## src/rtl/systolic_pkg.sv

```systemverilog
// systolic_pkg: shared defaults, feeder FSM states and lane slicing helper for the skew feeder.
package systolic_pkg;
    localparam int DEF_LANES = 5;
    localparam int DEF_WIDTH = 8;
    typedef enum logic [1:0] {IDLE, STREAM, DRAIN} feeder_state_t;
    function automatic int lane_lo(input int k, input int w);
        return k * w;
    endfunction
endpackage

```

## src/rtl/skew_lane.sv

```systemverilog
// skew_lane: DEPTH-stage valid+data shift chain; bubbles enter as zero data so they never pollute accumulation.
module skew_lane #(
    parameter int DEPTH = 1,
    parameter int WIDTH = 8
) (
    input  logic             clk,
    input  logic             rst,
    input  logic             ena,
    input  logic             in_valid,
    input  logic [WIDTH-1:0] in_data,
    output logic             out_valid,
    output logic [WIDTH-1:0] out_data
);
    logic [DEPTH-1:0]            vld_q, vld_d;
    logic [DEPTH-1:0][WIDTH-1:0] dat_q, dat_d;
    always_comb begin
        vld_d = vld_q;
        dat_d = dat_q;
        if (ena) begin
            vld_d[0] = in_valid;
            dat_d[0] = in_valid ? in_data : '0;
            for (int i = 1; i < DEPTH; i++) begin
                vld_d[i] = vld_q[i-1];
                dat_d[i] = dat_q[i-1];
            end
        end
    end
    always_ff @(posedge clk) begin
        if (rst) begin
            vld_q <= '0;
            dat_q <= '0;
        end else begin
            vld_q <= vld_d;
            dat_q <= dat_d;
        end
    end
    assign out_valid = vld_q[DEPTH-1];
    assign out_data  = dat_q[DEPTH-1];
endmodule

```

## src/rtl/systolic_skew_feeder.sv

```systemverilog
// systolic_skew_feeder: skews each accepted lane vector into a diagonal wavefront and drains the tile without bubbles.
module systolic_skew_feeder
    import systolic_pkg::*;
#(
    parameter int LANES    = DEF_LANES,
    parameter int WIDTH    = DEF_WIDTH,
    parameter int MAX_TILE = 255
) (
    input  logic               clk,
    input  logic               rst,
    input  logic               ena,
    input  logic               in_valid,
    output logic               in_ready,
    input  logic [LANES*WIDTH-1:0] in_data,
    input  logic               in_last,
    output logic [LANES*WIDTH-1:0] out_data,
    output logic [LANES-1:0]   out_lane_valid,
    output logic               tile_done,
    output logic               overrun
);
    localparam int BW = $clog2(MAX_TILE + 1);
    localparam int DW = (LANES > 2) ? $clog2(LANES - 1) : 1;

    feeder_state_t state_q, state_d;
    logic [BW-1:0] beat_q, beat_d;
    logic [DW-1:0] drain_q, drain_d;
    logic          overrun_q, overrun_d, tile_done_q, tile_done_d;
    logic          accept;

    assign in_ready = ena && !rst && state_q != DRAIN;
    assign accept   = in_valid && in_ready;

    always_comb begin
        state_d     = state_q;
        beat_d      = beat_q;
        drain_d     = drain_q;
        overrun_d   = overrun_q;
        tile_done_d = ena ? 1'b0 : tile_done_q;
        if (ena && state_q == DRAIN) begin
            drain_d = drain_q + 1'b1;
            if (drain_q == DW'(LANES - 2)) begin
                state_d     = IDLE;
                beat_d      = '0;
                drain_d     = '0;
                tile_done_d = 1'b1;
            end
        end else if (accept) begin
            beat_d  = beat_q + 1'b1;
            state_d = STREAM;
            // A last that lands exactly on MAX_TILE is a clean end, not an overrun.
            if (in_last || beat_d == BW'(MAX_TILE)) begin
                state_d   = DRAIN;
                drain_d   = '0;
                overrun_d = overrun_q | !in_last;
            end
        end
    end

    always_ff @(posedge clk) begin
        if (rst) begin
            state_q     <= IDLE;
            beat_q      <= '0;
            drain_q     <= '0;
            overrun_q   <= 1'b0;
            tile_done_q <= 1'b0;
        end else begin
            state_q     <= state_d;
            beat_q      <= beat_d;
            drain_q     <= drain_d;
            overrun_q   <= overrun_d;
            tile_done_q <= tile_done_d;
        end
    end

    assign tile_done = tile_done_q;
    assign overrun   = overrun_q;

    for (genvar k = 0; k < LANES; k++) begin : g_lane
        skew_lane #(.DEPTH(k + 1), .WIDTH(WIDTH)) u_lane (
            .clk      (clk),
            .rst      (rst),
            .ena      (ena),
            .in_valid (accept),
            .in_data  (in_data[lane_lo(k, WIDTH) +: WIDTH]),
            .out_valid(out_lane_valid[k]),
            .out_data (out_data[lane_lo(k, WIDTH) +: WIDTH])
        );
    end
endmodule

```

## config.mk

```make
export PLATFORM = sky130hd
export DESIGN_NAME = systolic_skew_feeder
export DESIGN_NICKNAME = d
export VERILOG_FILES = /design/src/rtl/systolic_pkg.sv /design/src/rtl/skew_lane.sv /design/src/rtl/systolic_skew_feeder.sv
export SDC_FILE = /design/constraint.sdc
export NUM_CORES = 1
export LEC_CHECK = 0
export CAP_MARGIN = 10
export CORE_MARGIN = 4
export CORE_UTILIZATION = 55
export CTS_CLUSTER_DIAMETER = 50
export DETAILED_ROUTE_END_ITERATION = 16
export GPL_TIMING_DRIVEN = 0
export PLACE_DENSITY_LB_ADDON = 0.15
export SLEW_MARGIN = 20
export SYNTH_ARGS = -nofsm -noshare
export SYNTH_HDL_FRONTEND = slang
export SYNTH_SLANG_ARGS = --single-unit
```

## constraint.sdc

```tcl
create_clock -name clk -period 5.3 [get_ports clk]
set_clock_uncertainty 0.2 [all_clocks]
set_input_delay 0.795 -clock clk [delete_from_list [all_inputs] [get_ports clk]]
set_output_delay 0.795 -clock clk [all_outputs]
set_load 0.005 [all_outputs]
```

==> impl_results.md, run 1 <==
* GRT overflow at 0
* Worst-Skew Late Latency at 0.52 ns
* Max rail drop VDD at ~0.26 mV
* Critical path arrival at between 2 and 2.5 ns
* Tcrit/Tclk final at 62.89%
* Relative slew margins at 61.40%
* HP Start: overrun
* Post-synth top area share at 49.58%
* Startpoint Class: input port
* Wire per inst at 14.93 um
* Syn. warnings at 0
* Starting DRT DRC Count at 233
* HPWL after DPL at 8562 um
* DRT Pass-1 Iters at 4
* First-pass GRT wire length at about 21000 um
* DRC violations left at 0
* Die height at roughly 110 um
* Synth cell count leaders: dfxtp_1, nor2_1, mux2i_1
* Avg Inst Size Synth at approximately 9.5 um2
* # IOs at 93
* Die Width at 109.0 um
* Count leader, synth: dfxtp_1
* Leakage at approximately 3.0 nW
* Overall Power at roughly 2.4 mW
* Critical path class: input port to primary output
* Setup TNS Final at 0 ns
* Final hold violations at 0
* Total Nets Final at 750
* Placed Cells at 816
* Unrepaired setup endpoints after global routing: false
* Post-synth EDFFs at 0
* Post-route ant nets at 0
* Ys async rst share at 0%
* Setup violations, final at 0
* Post-Syn Area at 5613 um2
* Fmax at 0.3000 GHz
* Setup crit end kind: primary output
* Placer congestion estimate at 0.9074
* Place WS at between 1.5 and 2 ns
* Synth area leader: dfxtp_1
* #FFs+latches synth at between 100 and 150
* Non-filler cells, final at about 850
* Worst Setup Slack, final at 1.967 ns
* CORE AREA at 9864 um2
* Pin count of the biggest net entering global routing at 17
* Area of the multi-input gates at 2362 um2
* CP max FO at 6
* Starting Density at 56.90%
* Sequential cell area at 2783 um2
* Post-Route WL at 12660 um
* CTS max path bufs at 2
* Worst hold path depth at 1
* Crit Reg-Reg Startpoint: beat_q[0]
* Fillers at 701
* Synth top area cells: dfxtp_1, mux2i_1, nor2_1
* Die area at 11890 um2
* Max H-tree Level at 4
* Synth-to-Final Area Change at 29.78%
* Overall Global Routing Usage at 22.76%
* FP Rows at 36
* Root buffer cell: clkbuf_8
* Post-CTS sizing at 0
* Antenna diode count at 0
* DR vias/cell at 5.186
* Vias post-DR at 4398
* Main synth FF type: dfxtp_1
* IO Port Bufs at 92
* Clock transition at path regs at approximately 0.060 ns
* Reg-to-reg slack, setup at 3.36 ns
* Tmin final at 3.333 ns
* Netlist cell types at 44
* Sink Count at approximately 140
* Initial antenna violation count at 0
* Power Density at 326.2 nW/um2
* TritonCTS Buffers at 17
* Outcome: complete, no violations
* Final core utilization at 73.85%
* Maxcap violations at 0
* Share of cells above drive strength 1 at 12.73%
* Hold_buf cts at 0
* Mapped Cells at 591
* Hold Path Sink: overrun
* Number of global-route vias before repair at 4507
* Critical Path RT at 4.30 ns
* Setup bufs post-CTS at 0
* Reg2reg end: overrun
* Reg2reg path depth at 5
* Seq/Total Area, Yosys at 49.58%
* Final slew viol count at 0
* CTS tree: built
* Syn nets at 639
* Hold WC Path Type: flip-flop to flip-flop
* Worst slew pin tran at ~0.58 ns
## state kept, by name, indices dropped and copies added, names as in the netlist
name	cells
beat_q	8
drain_q	2
g_lane.u_lane.dat_q	80
g_lane.u_lane.out_data	40
g_lane.u_lane.vld_q	5
overrun	1
state_q	2
tile_done	1
## cells by family (layout without fill, tap and decap cells)
group / count (synthesis) / in the layout / synth area share (%)
compound gates: 76 / 76 / 8.538
fa+ha+maj: 3 / 3 / 0.6688
buf+inv: 79 / 203 / 8.337
flops: 139 / 139 / 49.58
mux: 84 / 84 / 14.98
simple gates: 210 / 210 / 17.90
## area by class of cell
| class | count | share of cell area (%) |
|---|---|---|
| plain buffers | 72 | 6.063 |
| clock buffers | 20 | 6.115 |
| clock inverters | 12 | 1.907 |
| inverters | 7 | 0.3607 |
| multi-input cells | 373 | 32.43 |
| flip-flops and latches | 139 | 38.20 |
| well taps | 133 | 2.284 |
| repair buffers | 92 | 12.64 |
## how the worst max path moves through the flow
stage                     start        to  cells after the start
after floorplan             rst  in_ready                      2
after global placement      rst  in_ready                      4
after global routing        rst  in_ready                      4
final                       rst  in_ready                      4
after CTS                   rst  in_ready                      4
after detailed placement    rst  in_ready                      4
## layout by cell type, fill, tap and decap left out, drive strengths merged, types with 4 or more instances in the layout
cell	count
mux2i	84
o21ai	7
nand2b	4
buf	55
nand2	5
nor2b	43
clkbuf	37
a21oi	49
nor2	129
dfxtp	139
nand3	8
clkdlybuf4s50	92
clkinvlp	4
inv	10
## critical path, stage by stage
cell             delay [ns]
clkdlybuf4s50_1        0.56
nand2b_1               0.29
nor2_1                 0.17
clkdlybuf4s50_1        0.52
## layer usage
| metal | routed length, um | part of all wire (%) | GRT usage (%) | vias to the layer above |
|---|---|---|---|---|
| li1 | - | - | - | 2174 |
| met1 | 5659 | 45 | 28.18 | 2101 |
| met2 | 6249 | 49 | 38.29 | 109 |
| met3 | 638 | 5.0 | 6.276 | 14 |
| met4 | 110 | 0.87 | 7.484 | 0 |
| met5 | 0 | 0 | 0 | - |
## where the power goes
group | leakage, nW | switching [mW] | total, mW | internal, mW
combinational | 1.64 | 0.0811 | 0.159 | 0.0775
sequential | 1.12 | 0.0104 | 1.07 | 1.06
clock | 0.275 | 0.447 | 1.15 | 0.699
total | 3.04 | 0.538 | 2.38 | 1.84
## per-stage QoR
stage	hold slack, ns	area, um2
2_1_floorplan	0.2556	5613
3_5_place_dp	0.2722	6700
4_1_cts	0.2860	7284
5_1_grt	0.3154	7284
3_3_place_gp	0.2645	6700
6_report	0.2862	7284
Power figures use the tool's default switching activity.
==> run 2, diff against run 1 <==
--- a/config.mk
+++ b/config.mk
@@ -7,7 +7,7 @@
 export LEC_CHECK = 0
 export CAP_MARGIN = 10
 export CORE_MARGIN = 4
-export CORE_UTILIZATION = 55
+export CORE_UTILIZATION = 48
 export CTS_CLUSTER_DIAMETER = 50
 export DETAILED_ROUTE_END_ITERATION = 16
 export GPL_TIMING_DRIVEN = 0
==> constraint.sdc (replaced) <==
create_clock -name clk -period 2.73 [get_ports clk]
set_clock_uncertainty 0.2 [all_clocks]
set_input_delay 0.4095 -clock clk [delete_from_list [all_inputs] [get_ports clk]]
set_output_delay 0.4095 -clock clk [all_outputs]
set_load 0.005 [all_outputs]
==> impl_results.md, run 2 (synthesis results as in run 1) <==
* Outcome: complete, no violations
* Setup bufs post-CTS at 0 (unchanged)
* Fmax at 0.4021 GHz
* Fillers at 987 (+41%)
* HP Start: overrun
* Critical Path RT at 2.12 ns (-2.18 ns)
* Setup violations, final at 0 (unchanged)
* Leakage at 3.062 nW (+0.78%)
* Most flop-heavy register: g_lane.u_lane.dat_q
* Final slew viol count at 0 (unchanged)
* Post-Route WL at 12340 um (-2.5%)
* FP Rows at 39 (+8.3%)
* First-pass GRT wire length at 20160 um (-5.1%)
* Unrepaired setup endpoints after global routing: false
* Wire per inst at 14.38 um (-3.7%)
* CP max FO at 6 (unchanged)
* # IOs at 93 (unchanged)
* DP Area at 6713 um2 (+0.19%)
* Power Density at 653.3 nW/um2 (+100%)
* Worst hold path depth at 1 (unchanged)
* Setup crit end kind: primary output
* Crit-path cells: clkdlybuf4s50_1 -> nand2b_1 -> nor2_1 -> clkdlybuf4s50_1
* Startpoint Class: input port
* Critical path class: input port to primary output
* Crit Reg-Reg Startpoint: beat_q[0]
* HPWL after DPL at 8672 um (+1.3%)
* DR vias/cell at 5.034 (-2.9%)
* IO Port Bufs at 92 (unchanged)
* Tcrit/Tclk final at 91.09%
* DRT Pass-1 Iters at 4 (unchanged)
* Die area at 13490 um2 (+13%)
* Sink Count at 139 (unchanged)
* Tmin final at 2.487 ns
* Max FFs per register at 80 (unchanged)
* CP max stage delay at 0.52 ns (-0.04 ns)
* Max rail drop VDD at 0.3938 mV (+53%)
* Placer congestion estimate at 0.7902 (-13%)
* Starting Density at 49.16% (-7.7 points)
* CORE AREA at 11420 um2 (+16%)
* Hold WC Path Type: flip-flop to flip-flop
* CTS tree: built
* Crit path from: rst
* Share of cells above drive strength 1 at 12.59% (-0.14 points)
* Post-CTS sizing at 0 (unchanged)
* Synth-to-Final Area Change at 30.74%
* Maxcap violations at 0 (unchanged)
* Top cell by count, worst path: clkdlybuf4s50_1
* Antenna diode count at 0 (unchanged)
* Overall Global Routing Usage at 19.05% (-3.7 points)
* Total Nets Final at 750 (unchanged)
* Die height at 116.1 um (+6.5%)
* Most frequent cells in the layout: dfxtp_1, nor2_1, clkdlybuf4s50_1
* Clock transition at path regs at 0.06 ns (about the same)
* Root buffer cell: clkbuf_16
* Setup TNS Final at 0 ns (unchanged)
* Reg2reg end: state_q[0]
* DRC violations left at 0 (unchanged)
* Post-route cell area at 7338 um2 (+0.74%)
* Number of global-route vias before repair at 4250 (-5.7%)
* CP max-delay cell: clkdlybuf4s50_1
* Worst-Skew Late Latency at 0.41 ns (-0.11 ns)
* Critical path arrival at 1.88 ns (-0.46 ns)
* Most common cell after layout, fill and taps aside: dfxtp_1
* Pin count of the biggest net entering global routing at 17 (unchanged)
* Starting DRT DRC Count at 124 (-47%)
* Die Width at 116.1 um (+6.5%)
* Worst slew pin tran at 0.5954 ns (+0.01638 ns)
* TritonCTS Buffers at 17 (unchanged)
* Max H-tree Level at 4 (unchanged)
* Crit path to: in_ready
* Initial antenna violation count at 0 (unchanged)
* CTS max path bufs at 2 (unchanged)
* Relative slew margins at 60.31% (-1.1 points)
* Final hold violations at 0 (unchanged)
* Reg-to-reg slack, setup at 0.84 ns (-2.52 ns)
* Hold_buf cts at 0 (unchanged)
* Reg2reg path depth at 5 (unchanged)
* GRT overflow at 0 (unchanged)
* Post-route ant nets at 0 (unchanged)
* Vias post-DR at 4319 (-1.8%)
## run 2: final cells by class
class	count	area, um2	area share [%]
Multi-Input combinational cell	373	2362	32.19
Clock inverter	13	192.7	2.626
Timing Repair Buffer	92	920.9	12.55
Sequential cell	139	2783	37.92
Clock buffer	19	432.9	5.899
Inverter	7	26.28	0.3581
Tap cell	143	178.9	2.438
Buffer	72	441.7	6.019
## run 2: critical path, delay by kind of cell
kind	cells	cell delay, ns
buf+inv	2	1.03
simple gates	2	0.43
## run 2: report_power, final
part / leakage [nW] / switching, mW / internal, mW
combinational: 1.64 / 0.156 / 0.151
clock: 0.298 / 0.871 / 1.54
sequential: 1.12 / 0.0188 / 2.06
total: 3.06 / 1.05 / 3.75
## run 2: how the worst min path moves through the flow
stage | end
floorplan | g_lane[2].u_lane.dat_q[10]
global placement | g_lane[1].u_lane.out_data[5]
detailed placement | overrun
CTS | overrun
global route | g_lane[4].u_lane.dat_q[25]
finish | overrun
## run 2: per-stage QoR
step | cells | hold slack [ns] | worst slack (ns) | power, mW | util, %
global route | 858 | 0.3187 | 0.1451 | 4.978 | 64.27
detailed placement | 826 | 0.2720 | 0.2569 | 2.430 | 58.79
floorplan | 591 | 0.2556 | 1.028 | 2.291 | -
global placement | 826 | 0.2621 | 0.2477 | 2.423 | 58.79
finish | 858 | 0.2786 | 0.2433 | 4.794 | 64.27
CTS | 858 | 0.2855 | 0.2512 | 4.834 | 64.27
## run 2: layer usage
| layer | vias to the layer above | track usage [%] | share of wire, % |
|---|---|---|---|
| li1 | 2172 | - | - |
| met1 | 2041 | 23.96 | 46 |
| met2 | 93 | 31.80 | 48 |
| met3 | 13 | 5.337 | 4.3 |
| met4 | 0 | 6.110 | 1.1 |
| met5 | - | 0 | 0 |
